--- src/rtl/carry_save_adder.sv ---
// carry_save_adder: sums N unsigned W-bit operands in a single clock.
// The operands go through a row of 3:2 compressors until two vectors remain.
// One carry-propagate add then merges those two vectors, and a register
// captures the result. All internal vectors are N+2 bits wide, which is
// enough to hold the largest possible total.
module carry_save_adder #(
    parameter int N = 9,
    parameter int W = 4
) (
    input  logic           clk,
    input  logic           rst,
    input  logic [W*N-1:0] a,
    input  logic           in_valid,
    output logic [N:0]     sum,
    output logic           cout,
    output logic           out_valid
);

    localparam int VW = N + 2;

    // The largest possible total must fit in VW bits. Otherwise the
    // discarded top carries would corrupt the result.
    localparam logic [63:0] MAX_TOTAL = 64'(N) * ((64'd1 << W) - 64'd1);
    localparam logic [63:0] LIMIT     = 64'd1 << VW;

    if ((N < 3) || (W < 1) || (MAX_TOTAL >= LIMIT)) begin : g_bad_params
        $fatal(1, "carry_save_adder: N*(2^W-1) must be < 2^(N+2), N >= 3, W >= 1");
    end

    // Full-adder row: bitwise sum vector of three inputs.
    function automatic logic [VW-1:0] csa_sum(
        input logic [VW-1:0] x,
        input logic [VW-1:0] y,
        input logic [VW-1:0] z
    );
        return x ^ y ^ z;
    endfunction

    // Full-adder row: majority carries shifted one place left.
    // The carry out of the top bit is dropped; it cannot occur here.
    function automatic logic [VW-1:0] csa_carry(
        input logic [VW-1:0] x,
        input logic [VW-1:0] y,
        input logic [VW-1:0] z
    );
        logic [VW-1:0] maj;
        maj = (x & y) | (x & z) | (y & z);
        return {maj[VW-2:0], 1'b0};
    endfunction

    logic [VW-1:0] acc_sum_s;
    logic [VW-1:0] acc_carry_s;
    logic [VW-1:0] operand_s;
    logic [VW-1:0] row_sum_s;
    logic [VW-1:0] row_carry_s;
    logic [VW-1:0] total_s;

    logic [N:0]    sum_r;
    logic          cout_r;
    logic          out_valid_r;

    // Compress the operands pairwise into a sum/carry vector pair,
    // then resolve that pair with one carry-propagate add.
    always_comb begin
        acc_sum_s   = {{(VW-W){1'b0}}, a[0 +: W]};
        acc_carry_s = {{(VW-W){1'b0}}, a[W +: W]};
        operand_s   = {VW{1'b0}};
        row_sum_s   = {VW{1'b0}};
        row_carry_s = {VW{1'b0}};
        for (int k = 2; k < N; k++) begin
            operand_s   = {{(VW-W){1'b0}}, a[k*W +: W]};
            row_sum_s   = csa_sum(acc_sum_s, acc_carry_s, operand_s);
            row_carry_s = csa_carry(acc_sum_s, acc_carry_s, operand_s);
            acc_sum_s   = row_sum_s;
            acc_carry_s = row_carry_s;
        end
        total_s = acc_sum_s + acc_carry_s;
    end

    // Result register. Reset wins over in_valid. The result holds
    // whenever no valid operand set is presented.
    always_ff @(posedge clk) begin
        if (rst) begin
            sum_r       <= {(N+1){1'b0}};
            cout_r      <= 1'b0;
            out_valid_r <= 1'b0;
        end else begin
            out_valid_r <= in_valid;
            if (in_valid) begin
                {cout_r, sum_r} <= total_s;
            end else begin
                {cout_r, sum_r} <= {cout_r, sum_r};
            end
        end
    end

    assign sum       = sum_r;
    assign cout      = cout_r;
    assign out_valid = out_valid_r;

endmodule

--- config.mk ---
export PLATFORM = sky130hd
export DESIGN_NAME = carry_save_adder
export DESIGN_NICKNAME = d
export VERILOG_FILES = /design/src/rtl/carry_save_adder.sv
export SDC_FILE = /design/constraint.sdc
export NUM_CORES = 1
export LEC_CHECK = 0
export ABC_AREA = 1
export ABC_CLOCK_PERIOD_IN_PS = 7700
export BUFFER_PORTS_ARGS = -buffer_cell sky130_fd_sc_hd__buf_2
export CORE_MARGIN = 2
export CORE_UTILIZATION = 45
export DETAILED_ROUTE_END_ITERATION = 8
export PLACE_DENSITY = 0.75
export SETUP_SLACK_MARGIN = 0.5
export SYNTH_ARGS = -nofsm -noshare
export SYNTH_HDL_FRONTEND = slang
export SYNTH_SLANG_ARGS = --single-unit
--- constraint.sdc ---
create_clock -name clk -period 7.7 [get_ports clk]
set_input_delay 1.54 -clock clk [delete_from_list [all_inputs] [get_ports clk]]
set_output_delay 1.54 -clock clk [all_outputs]
set_load 0.02 [all_outputs]
# [Yosys cells after proc, flatten, opt, wreduce, memory -nomap -nowiden]
# Cells that the tools add are included.
[totals] out_inout_bits=12 regBits=12
[op_classes] bitwise_logic=49 addsub=1
[op_table] cell="$and 9x4->9" count=2
[op_table] cell="$and 4x4->4" count=4
[op_table] cell="$and 8x4->8" count=2
[op_table] cell="$and 7x4->7" count=2
[op_table] cell="$and 6x4->6" count=2
[op_table] cell="$add 10x11->11" count=1
[op_table] cell="$and 10x4->10" count=1
[op_table] cell="$and 5x4->5" count=2
[op_table] cell="$and 9x10->10" count=1
[op_table] cell="$or 10x10->10" count=1
[op_table] cell="$or 10x9->10" count=1
[op_table] cell="$xor 10x4->10" count=1
[op_table] cell="$xor 9x10->10" count=1
[op_table] cell="$and 8x9->9" count=1
[op_table] cell="$or 9x8->9" count=1
[op_table] cell="$or 9x9->9" count=1
[op_table] cell="$xor 8x9->9" count=1
[op_table] cell="$xor 9x4->9" count=1
[op_table] cell="$and 7x8->8" count=1
[op_table] cell="$or 4x4->4" count=2
[op_table] cell="$or 8x7->8" count=1
[op_table] cell="$or 8x8->8" count=1
[op_table] cell="$xor 4x4->4" count=2
[op_table] cell="$xor 7x8->8" count=1
[op_table] cell="16 further kinds" count=16

# [Depth between registers and ports, before layout]
# Gate-level depths: netlist (run 1).
[logic_depth] ltp_word=22 depth_mapped=21 mapped_depth_nobuf=21

# [Worst setup path before layout (run 1)]
# Ideal clock, no wire load.
[synth_timing] path_kind="in2reg" startpoint="input port a[1]" endpoint="register sum_r[7], in the netlist sum[7]" required_ps=7591 arrival_time_ps=6183 stages=21 setup_time_ps=109 setup_slack_ps=1408 n_path_buf=0 path_cell_list="inv_1 -> fa_1 -> fa_1 -> inv_1 -> fa_1 -> fa_1 -> fa_1 -> inv_1 -> fa_1 -> fa_1 -> inv_1 -> ha_1 -> fa_1 -> nand2_1 -> nand2_1 -> nand3_1 -> nand2_1 -> nand2_1 -> nand3_1 -> nand2_1 -> inv_1"
[synth_between] elab_chain_len=21 word_cells_on_any_way=49 classes_between="add/sub (1); bitwise (48)"
[synth_lines] item="start: declaration" line="12" rtl="input logic [W*N-1:0] a,"
[synth_lines] item="$and 4x4->4 or $xor 4x4->4 (tied branches)" line="47, 36"
[synth_lines] item="$or 4x4->4 or $xor 4x4->4 (tied branches)" line="47, 36"
[synth_lines] item="$or 4x4->4, or another cell as far along" line="47" rtl="maj = (x & y) | (x & z) | (y & z);"
[synth_lines] item="$and 4x5->5, or another cell as far along" line="47"
[synth_lines] item="$or 5x4->5, or another cell as far along" line="47"
[synth_lines] item="$or 5x5->5, or another cell as far along" line="47"
[synth_lines] item="$and 5x6->6, or another cell as far along" line="47"
[synth_lines] item="$or 6x5->6, or another cell as far along" line="47"
[synth_lines] item="[... 5 more ...]"
[synth_lines] item="$or 8x7->8, or another cell as far along" line="47"
[synth_lines] item="$or 8x8->8, or another cell as far along" line="47"
[synth_lines] item="$and 8x9->9, or another cell as far along" line="47"
[synth_lines] item="$or 9x8->9, or another cell as far along" line="47"
[synth_lines] item="$or 9x9->9, or another cell as far along" line="47"
[synth_lines] item="$xor 9x10->10 or $or 10x9->10 (tied branches)" line="36, 47"
[synth_lines] item="$xor 10x4->10 or $or 10x10->10 (tied branches)" line="36, 47"
[synth_lines] item="$add 10x11->11 *" line="77" rtl="total_s = acc_sum_s + acc_carry_s;"
[synth_lines] item="end signal: assignment" line="84" rtl="sum_r <= {(N+1){1'b0}};"
[synth_lines] item="end signal: assignment" line="90" rtl="{cout_r, sum_r} <= total_s;"
[synth_lines] item="end signal: assignment" line="92" rtl="{cout_r, sum_r} <= {cout_r, sum_r};"
[synth_lines] item="end: declaration" line="58" rtl="logic [N:0] sum_r;"
# Every way passes the cells marked *; elsewhere a longest branch is shown, timed or not.
# A chain may end at the register's enable or synchronous reset.

# [Worst setup path after layout (run 1)]
# Ends and elaborated chain as after synthesis.

==> results of run 1 <==
worst min path at each step:
stage	start	endpoint	slack, ns	depth (start not counted)
floorplan	sum[0]	sum[0]	0.54	2
global placement	sum[0]	sum[0]	0.45	2
detailed placement	sum[1]	sum[1]	0.46	2
CTS	sum[1]	sum[1]	0.47	2
global route	sum[1]	sum[1]	0.49	2
finish	sum[1]	sum[1]	0.46	2
power groups by stage:
stage	clock, W	sequential [W]	combinational, W
after global placement	0	0.0000751	0.000690
after CTS	0.0000476	0.0000743	0.000707
final	0.0000471	0.0000739	0.000689
after global routing	0.0000529	0.0000762	0.000820
after detailed placement	0	0.0000753	0.000699
after floorplan	0	0.0000932	0.000550
worst max-delay path: stages:
cell	delay [ns]
buf_2	0.08
inv_1	0.04
fa_1	0.49
fa_1	0.51
inv_1	0.05
fa_1	0.53
fa_1	0.45
fa_1	0.52
inv_1	0.05
fa_1	0.47
fa_1	0.52
inv_1	0.04
ha_1	0.23
fa_1	0.40
nand2_1	0.07
nand2_1	0.06
nand3_1	0.09
nand2_1	0.05
nand2_1	0.05
nand3_1	0.06
nand2_1	0.07
inv_1	0.03
sequential cells by signal, indices dropped and copies added, names as in the netlist:
| name | flops |
|---|---|
| sum | 9 |
| out_valid | 1 |
through the flow:
step                      worst slack [ns]  instance area [µm²]
after floorplan                       1.41                 1450
after global placement                1.21                 1710
after detailed placement              1.14                 1710
after CTS                             1.41                 1750
after global routing                  1.14                 1750
final                                 1.44                 1750
cells in the final DEF (no fill, tap or decap), types with 3 or more instances in the layout:
cell type,Yosys,routed
clkbuf_4,0,3
inv_1,44,44
ha_1,21,21
dfxtp_1,10,10
nand2_1,30,30
nor2_1,17,17
fa_1,25,25
buf_2,0,48
a21oi_1,6,6
nand3_1,10,10
per-layer routing:
metal  GRT usage (%)  up-vias  share of wire, %
li1                -      599                 -
met1            17.9      534                42
met2            25.7       23                52
met3            4.69        2               5.1
met4            1.86        0              0.57
met5               0        -                 0
cells by family (layout without fill, tap and decap cells):
| kind of cell | after synthesis | after routing | share of synthesized area, % |
|---|---|---|---|
| buf+inv | 48 | 96 | 13.5 |
| compound gates | 7 | 7 | 2.42 |
| flops | 10 | 10 | 13.9 |
| simple gates | 59 | 59 | 16.5 |
| fa+ha+maj | 46 | 46 | 52.8 |
| xor+xnor | 1 | 1 | 0.606 |
| other cells | 1 | 2 | 0.259 |
layout make-up:
type / instances / area, µm²
inverters: 44 / 165
multi-input cells: 115 / 1050
repair buffers: 48 / 240
clock buffers: 4 / 36.3
well taps: 44 / 55.1
fillers: 305 / 1300
flip-flops and latches: 10 / 200
==> metrics.md, run 1 <==
| Metric | Value |
|---|---|
| CP required | `7.87 ns` |
| Synth Register Bits | `10` |
| CTS Sinks | `10` |
| Die ar. | `0.00368 mm²` |
| Share of the synthesized area in the top cell type | `between 30% and 40%` |
| Hold Buf Count CTS | `0` |
| H-tree Lvls | `1` |
| R2R Setup Slk | `between 7 and 8 ns` |
| Max-slew violation count | `0` |
| Worst-path clk slew | `0.07 ns` |
| End of the worst register-to-register path | `sum[3]` |
| HPWL after detailed placement | `2.11 mm` |
| Ratio of cells with drive above 1 in the final layout | `23.5%` |
| Postcts setup bufs | `0` |
| CTS buffer count | `3` |
| Core footprint | `0.00305 mm²` |
| Synth Warn # | `0` |
| I/O Buffers | `48` |
| RSZ-0062 raised after global routing | `no` |
| Worst Path Max Fanout | `3` |
| Wirelength, routed | `2.30 mm` |
| VDD IR max | `0.163 mV` |
| Max Clk Rate | `160 MHz` |
| Vias in the first global route | `1,054` |
| Max-Cap Viols | `0` |
| Setup violations, final | `0` |
| Clk_lat worst skew | `between 0.2 and 0.3 ns` |
| Worst setup EP type | `flip-flop` |
| EDFF count, synth | `0` |
| Ys flop type | `dfxtp_1` |
| Avg Cell Area, Syn | `8.40 µm²` |
| Initial antenna violation count | `0` |
| Setup TNS | `0 ns` |
| Core Rows | `20` |
| Gate power share | `85.1%` |
| Cell taking the most area after synthesis | `fa_1` |
| Crit Path Category | `input pin to flip-flop` |
| Maximum clock path buffer count | `2` |
| First-pass GRT wire length | `4.04 mm` |
| Status | `finished, final reports clean` |
| Largest net degree at the start of global routing | `16` |
| Tmin final | `6.26 ns` |
| Finished Layout Cells | `approximately 270` |
| Die width | `approximately 61 µm` |
| PostCTS Resize Cnt | `0` |
| Hold Fails Final Rpt | `0` |
| Chip Height | `60.7 µm` |
| IO Pins | `51` |
| Synth cell types | `14` |
| Top-count cell post-synth | `inv_1` |
| Initial Util | `~47%` |
| P_leak | `1.04 nW` |
| Internal power | `roughly 0.00039 W` |
| Final Util | `57.3%` |
| Most instantiated cells after synthesis | `44 x inv_1, 30 x nand2_1, 25 x fa_1` |
| Ant diodes | `0` |
| Gate Count Post-Synth | `172` |
| Area growth syn-to-layout | `21.1%` |
| Routed wire per std cell | `~8.7 µm` |
| CTS tree | `done` |
| Top post-synthesis cells by area | `fa_1 35%, ha_1 18%, dfxtp_1 14%, inv_1 11%, nand2_1 7.8%` |
| Critical Path Source Type | `input pin` |
| Drt pass-1 iters | `4` |
| Clock Power Share | `a little under 6%` |
| Post-Syn Area | `0.00145 mm²` |
| Total power | `0.000810 W` |
| Sequential fraction of the synthesis area | `between 10% and 20%` |
| GRT overflow | `0` |
| DR vias | `1,158` |
| Pwr dens | `463 mW/mm²` |
| Clock root cell | `clkbuf_4` |
| Post-DRT Antenna Nets | `0` |
| Switching Share | `52.4%` |
| Worst reg2reg path depth | `4` |
| Nets | `307` |
| Drc violations | `0` |
| Worst Setup SP | `a[1]` |
| CP arrival | `6.43 ns` |
| Ys async rst share | `0%` |
| Critical R2R Launch | `sum[3]` |
| Hold WS | `0.464 ns` |
| Post-Place Cells | `about 260` |
| Type of the worst min-delay path | `flip-flop to flip-flop` |
| GP Congestion | `0.816` |
| Psw | `0.000425 W` |
| Sequential share of power | `under 10%` |
| Fin Clk Skew | `0 ns` |
| Final period util | `81.3%` |
| Via density | `4.37` |
| Detailed Route Iter0 Violations | `16` |
| All-Layer GR Usage | `14.5%` |
| CP endpoint | `sum[7]` |
(Power assumes the default switching activity.)
==> inputs of run 2 (changes only) <==
- ABC_CLOCK_PERIOD_IN_PS: 7700 -> 6400
- clock period: 7.7 -> 6.4 ns (I/O delays scaled with it)
==> run 2 against run 1 <==
Hold slack lost 0.0064 ns. Clock power is 21% higher. Via count rose by 1.2%. Global-route usage about the same. Sequential cell count unchanged. Sequential share of layout area shrank 0.43 points. Clock-buffer cell count unchanged. Critical path type unchanged. Critical endpoint is now sum[5]. Largest power group unchanged.
==> metrics.md, run 2 (synthesis results as in run 1) <==
| Metric | Value |
|---|---|
| Detailed Route Iter0 Violations | `10 (was 16)` |
| Most frequent cells in the layout | `46 x buf_2, 40 x inv_1, 28 x nand2_1 (was 48 x buf_2, 44 x inv_1, 30 x nand2_1)` |
| Hold Fails Final Rpt | `0 (unchanged)` |
| Core footprint | `0.00305 mm² (unchanged)` |
| RSZ-0062 raised after global routing | `yes (was no)` |
| CTS Sinks | `10 (unchanged)` |
| Ratio of cells with drive above 1 in the final layout | `28.4% (was 23.5%)` |
| VDD IR max | `0.302 mV (was 0.163 mV)` |
| Sequential share of power | `8.2% (was 9.1%)` |
| Maximum clock path buffer count | `2 (unchanged)` |
| GP Congestion | `0.811 (was 0.816)` |
| H-tree Lvls | `1 (unchanged)` |
| Crit-path max cell delay | `0.52 ns (was 0.53 ns)` |
| Drc violations | `0 (unchanged)` |
| Chip Height | `60.7 µm (unchanged)` |
| IO Pins | `51 (unchanged)` |
| CP required | `6.57 ns (was 7.87 ns)` |
| Ant diodes | `0 (unchanged)` |
| Critical Path Source Type | `input pin (unchanged)` |
| CP arrival | `5.92 ns (was 6.43 ns)` |
| Worst setup EP type | `flip-flop (unchanged)` |
| Max-slew violation count | `0 (unchanged)` |
| Worst-path clk slew | `0.07 ns (about the same)` |
| First-pass GRT wire length | `3.98 mm (was 4.04 mm)` |
| Post-Place Cells | `261 (unchanged)` |
| All-Layer GR Usage | `14.5% (about the same)` |
| Top cell family by delay on the critical path | `adder cells (unchanged)` |
| Commonest non-fill, non-tap cell in the layout | `buf_2 (unchanged)` |
| Wirelength, routed | `2.41 mm (was 2.30 mm)` |
| Fin Clk Skew | `0 ns (unchanged)` |
| Max-Cap Viols | `0 (unchanged)` |
| P_leak | `1.05 nW (was 1.04 nW)` |
| Switching Share | `51.3% (was 52.4%)` |
| Pwr dens | `595 mW/mm² (was 463 mW/mm²)` |
| Type of the worst min-delay path | `flip-flop to flip-flop (unchanged)` |
| Finished Layout Cells | `266 (was 265)` |
| WP buf/inv | `6 (unchanged)` |
| Vias in the first global route | `1,059 (was 1,054)` |
| Worst Path Max Fanout | `2 (was 3)` |
| Drt pass-1 iters | `5 (was 4)` |
| Area growth syn-to-layout | `25.8% (was 21.1%)` |
| Largest net degree at the start of global routing | `16 (unchanged)` |
| Gate power share | `86.5% (was 85.1%)` |
| Clk_lat worst skew | `0.27 ns (about the same)` |
| CTS tree | `done (unchanged)` |
| Hold Buf Count CTS | `0 (unchanged)` |
| Max Clk Rate | `174 MHz` |
| Cells along the critical path | `buf_6, inv_4, fa_1, fa_1, inv_1, fa_1, fa_1, fa_1, inv_1, fa_1, fa_1, inv_2, ha_4, fa_2, nand2_2, nand2_2, nand2_1, or2_0, nand3_1, nand2_1, inv_1 (was buf_2, inv_1, fa_1, fa_1, inv_1, fa_1, fa_1, fa_1, inv_1, fa_1, fa_1, inv_1, ha_1, fa_1, nand2_1, nand2_1, nand3_1, nand2_1, nand2_1, nand3_1, nand2_1, inv_1)` |
| Die width | `60.7 µm (unchanged)` |
| Crit Path Category | `input pin to flip-flop (unchanged)` |
| Psw | `0.000555 W (was 0.000425 W)` |
| Final period util | `89.8%` |
| CTS buffer count | `3 (unchanged)` |
| Max FFs per register | `9 (unchanged)` |
| HPWL after detailed placement | `2.18 mm (was 2.11 mm)` |
| Post-DRT Antenna Nets | `0 (unchanged)` |
| DR vias | `1,172 (was 1,158)` |
| Routed wire per std cell | `9.06 µm (was 8.66 µm)` |
| Die ar. | `0.00368 mm² (unchanged)` |
| Setup TNS | `0 ns (unchanged)` |
| Tmin final | `between 5 and 6 ns` |
| Core Rows | `20 (unchanged)` |
| Status | `finished, final reports clean (unchanged)` |
| Placed cell areas | `0.00174 mm² (was 0.00171 mm²)` |
| I/O Buffers | `48 (unchanged)` |
| Worst path most repeated cell | `fa_1 (unchanged)` |
| Design Area, Final | `0.00182 mm² (was 0.00175 mm²)` |
| Via density | `4.41 (was 4.37)` |
| GRT overflow | `0 (unchanged)` |
| Internal power | `0.000527 W (was 0.000386 W)` |
| Nets | `308 (was 307)` |
| Slowest CP cell | `fa_1 (unchanged)` |
| Clock root cell | `clkbuf_4 (unchanged)` |
| Clock Power Share | `5.3% (was 5.8%)` |
| Initial Util | `47.3% (unchanged)` |
| Setup violations, final | `0 (unchanged)` |
| Initial antenna violation count | `0 (unchanged)` |
==> run 2: through the flow <==
step	setup slack, ns	power, W	utilization [%]	hold WS [ns]
after CTS	0.507	0.00103	58.3	0.462
final	0.652	0.00108	59.5	0.458
after global placement	0.198	0.000938	56.9	0.446
after floorplan	0.459	0.000790	-	0.535
after global routing	0.436	0.00125	59.5	0.504
after detailed placement	0.120	0.000953	56.9	0.452
==> run 2: worst paths after layout <==
kind	from	cells past startpoint	slack (ns)	endpoint
max	a[5]	21	0.65	sum[5]
min	sum[0]	2	0.46	sum[0]
max reg2reg	sum[3]	4	5.72	sum[3]
min reg2reg	sum[0]	2	0.46	sum[0]
==> run 2: tightest hold or removal path, delay by kind of cell (launching register included) <==
family / cells / cell delay, ns
AOI/OAI and AO/OA: 1 / 0.05
DFF: 1 / 0.31
and+or+nand+nor: 1 / 0.06
==> run 2: cell type report <==
class / instances / area [µm²]
clock buffer: 4 / 36.3
timing repair buffer: 49 / 260
multi-input combinational: 115 / 1090
tap: 44 / 55.1
inverter: 44 / 175
sequential: 10 / 200
fill: 289 / 1230
==> run 2: what timing repair did <==
item | in CTS | in global routing
buffers inserted | 0 | 1
pin swaps | 7 | 5
setup endpoints to repair | 2 | 4
resized for setup | 2 | 7
==> run 2: power by group through the flow <==
stage	Clock [W]	Sequential (W)	Combinational [W]
3_5_place_dp	0	0.0000904	0.000863
3_3_place_gp	0	0.0000904	0.000848
4_1_cts	0.0000594	0.0000894	0.000880
6_report	0.0000569	0.0000890	0.000936
2_1_floorplan	0	0.000112	0.000678
5_1_grt	0.0000638	0.0000916	0.00109
==> run 2: routing by layer <==
layer / part of all wire, % / GRT usage (%)
met5: 0 / 0
met1: 39 / 16.7
met2: 54 / 26.0
met4: 1.6 / 3.73
met3: 4.9 / 4.69
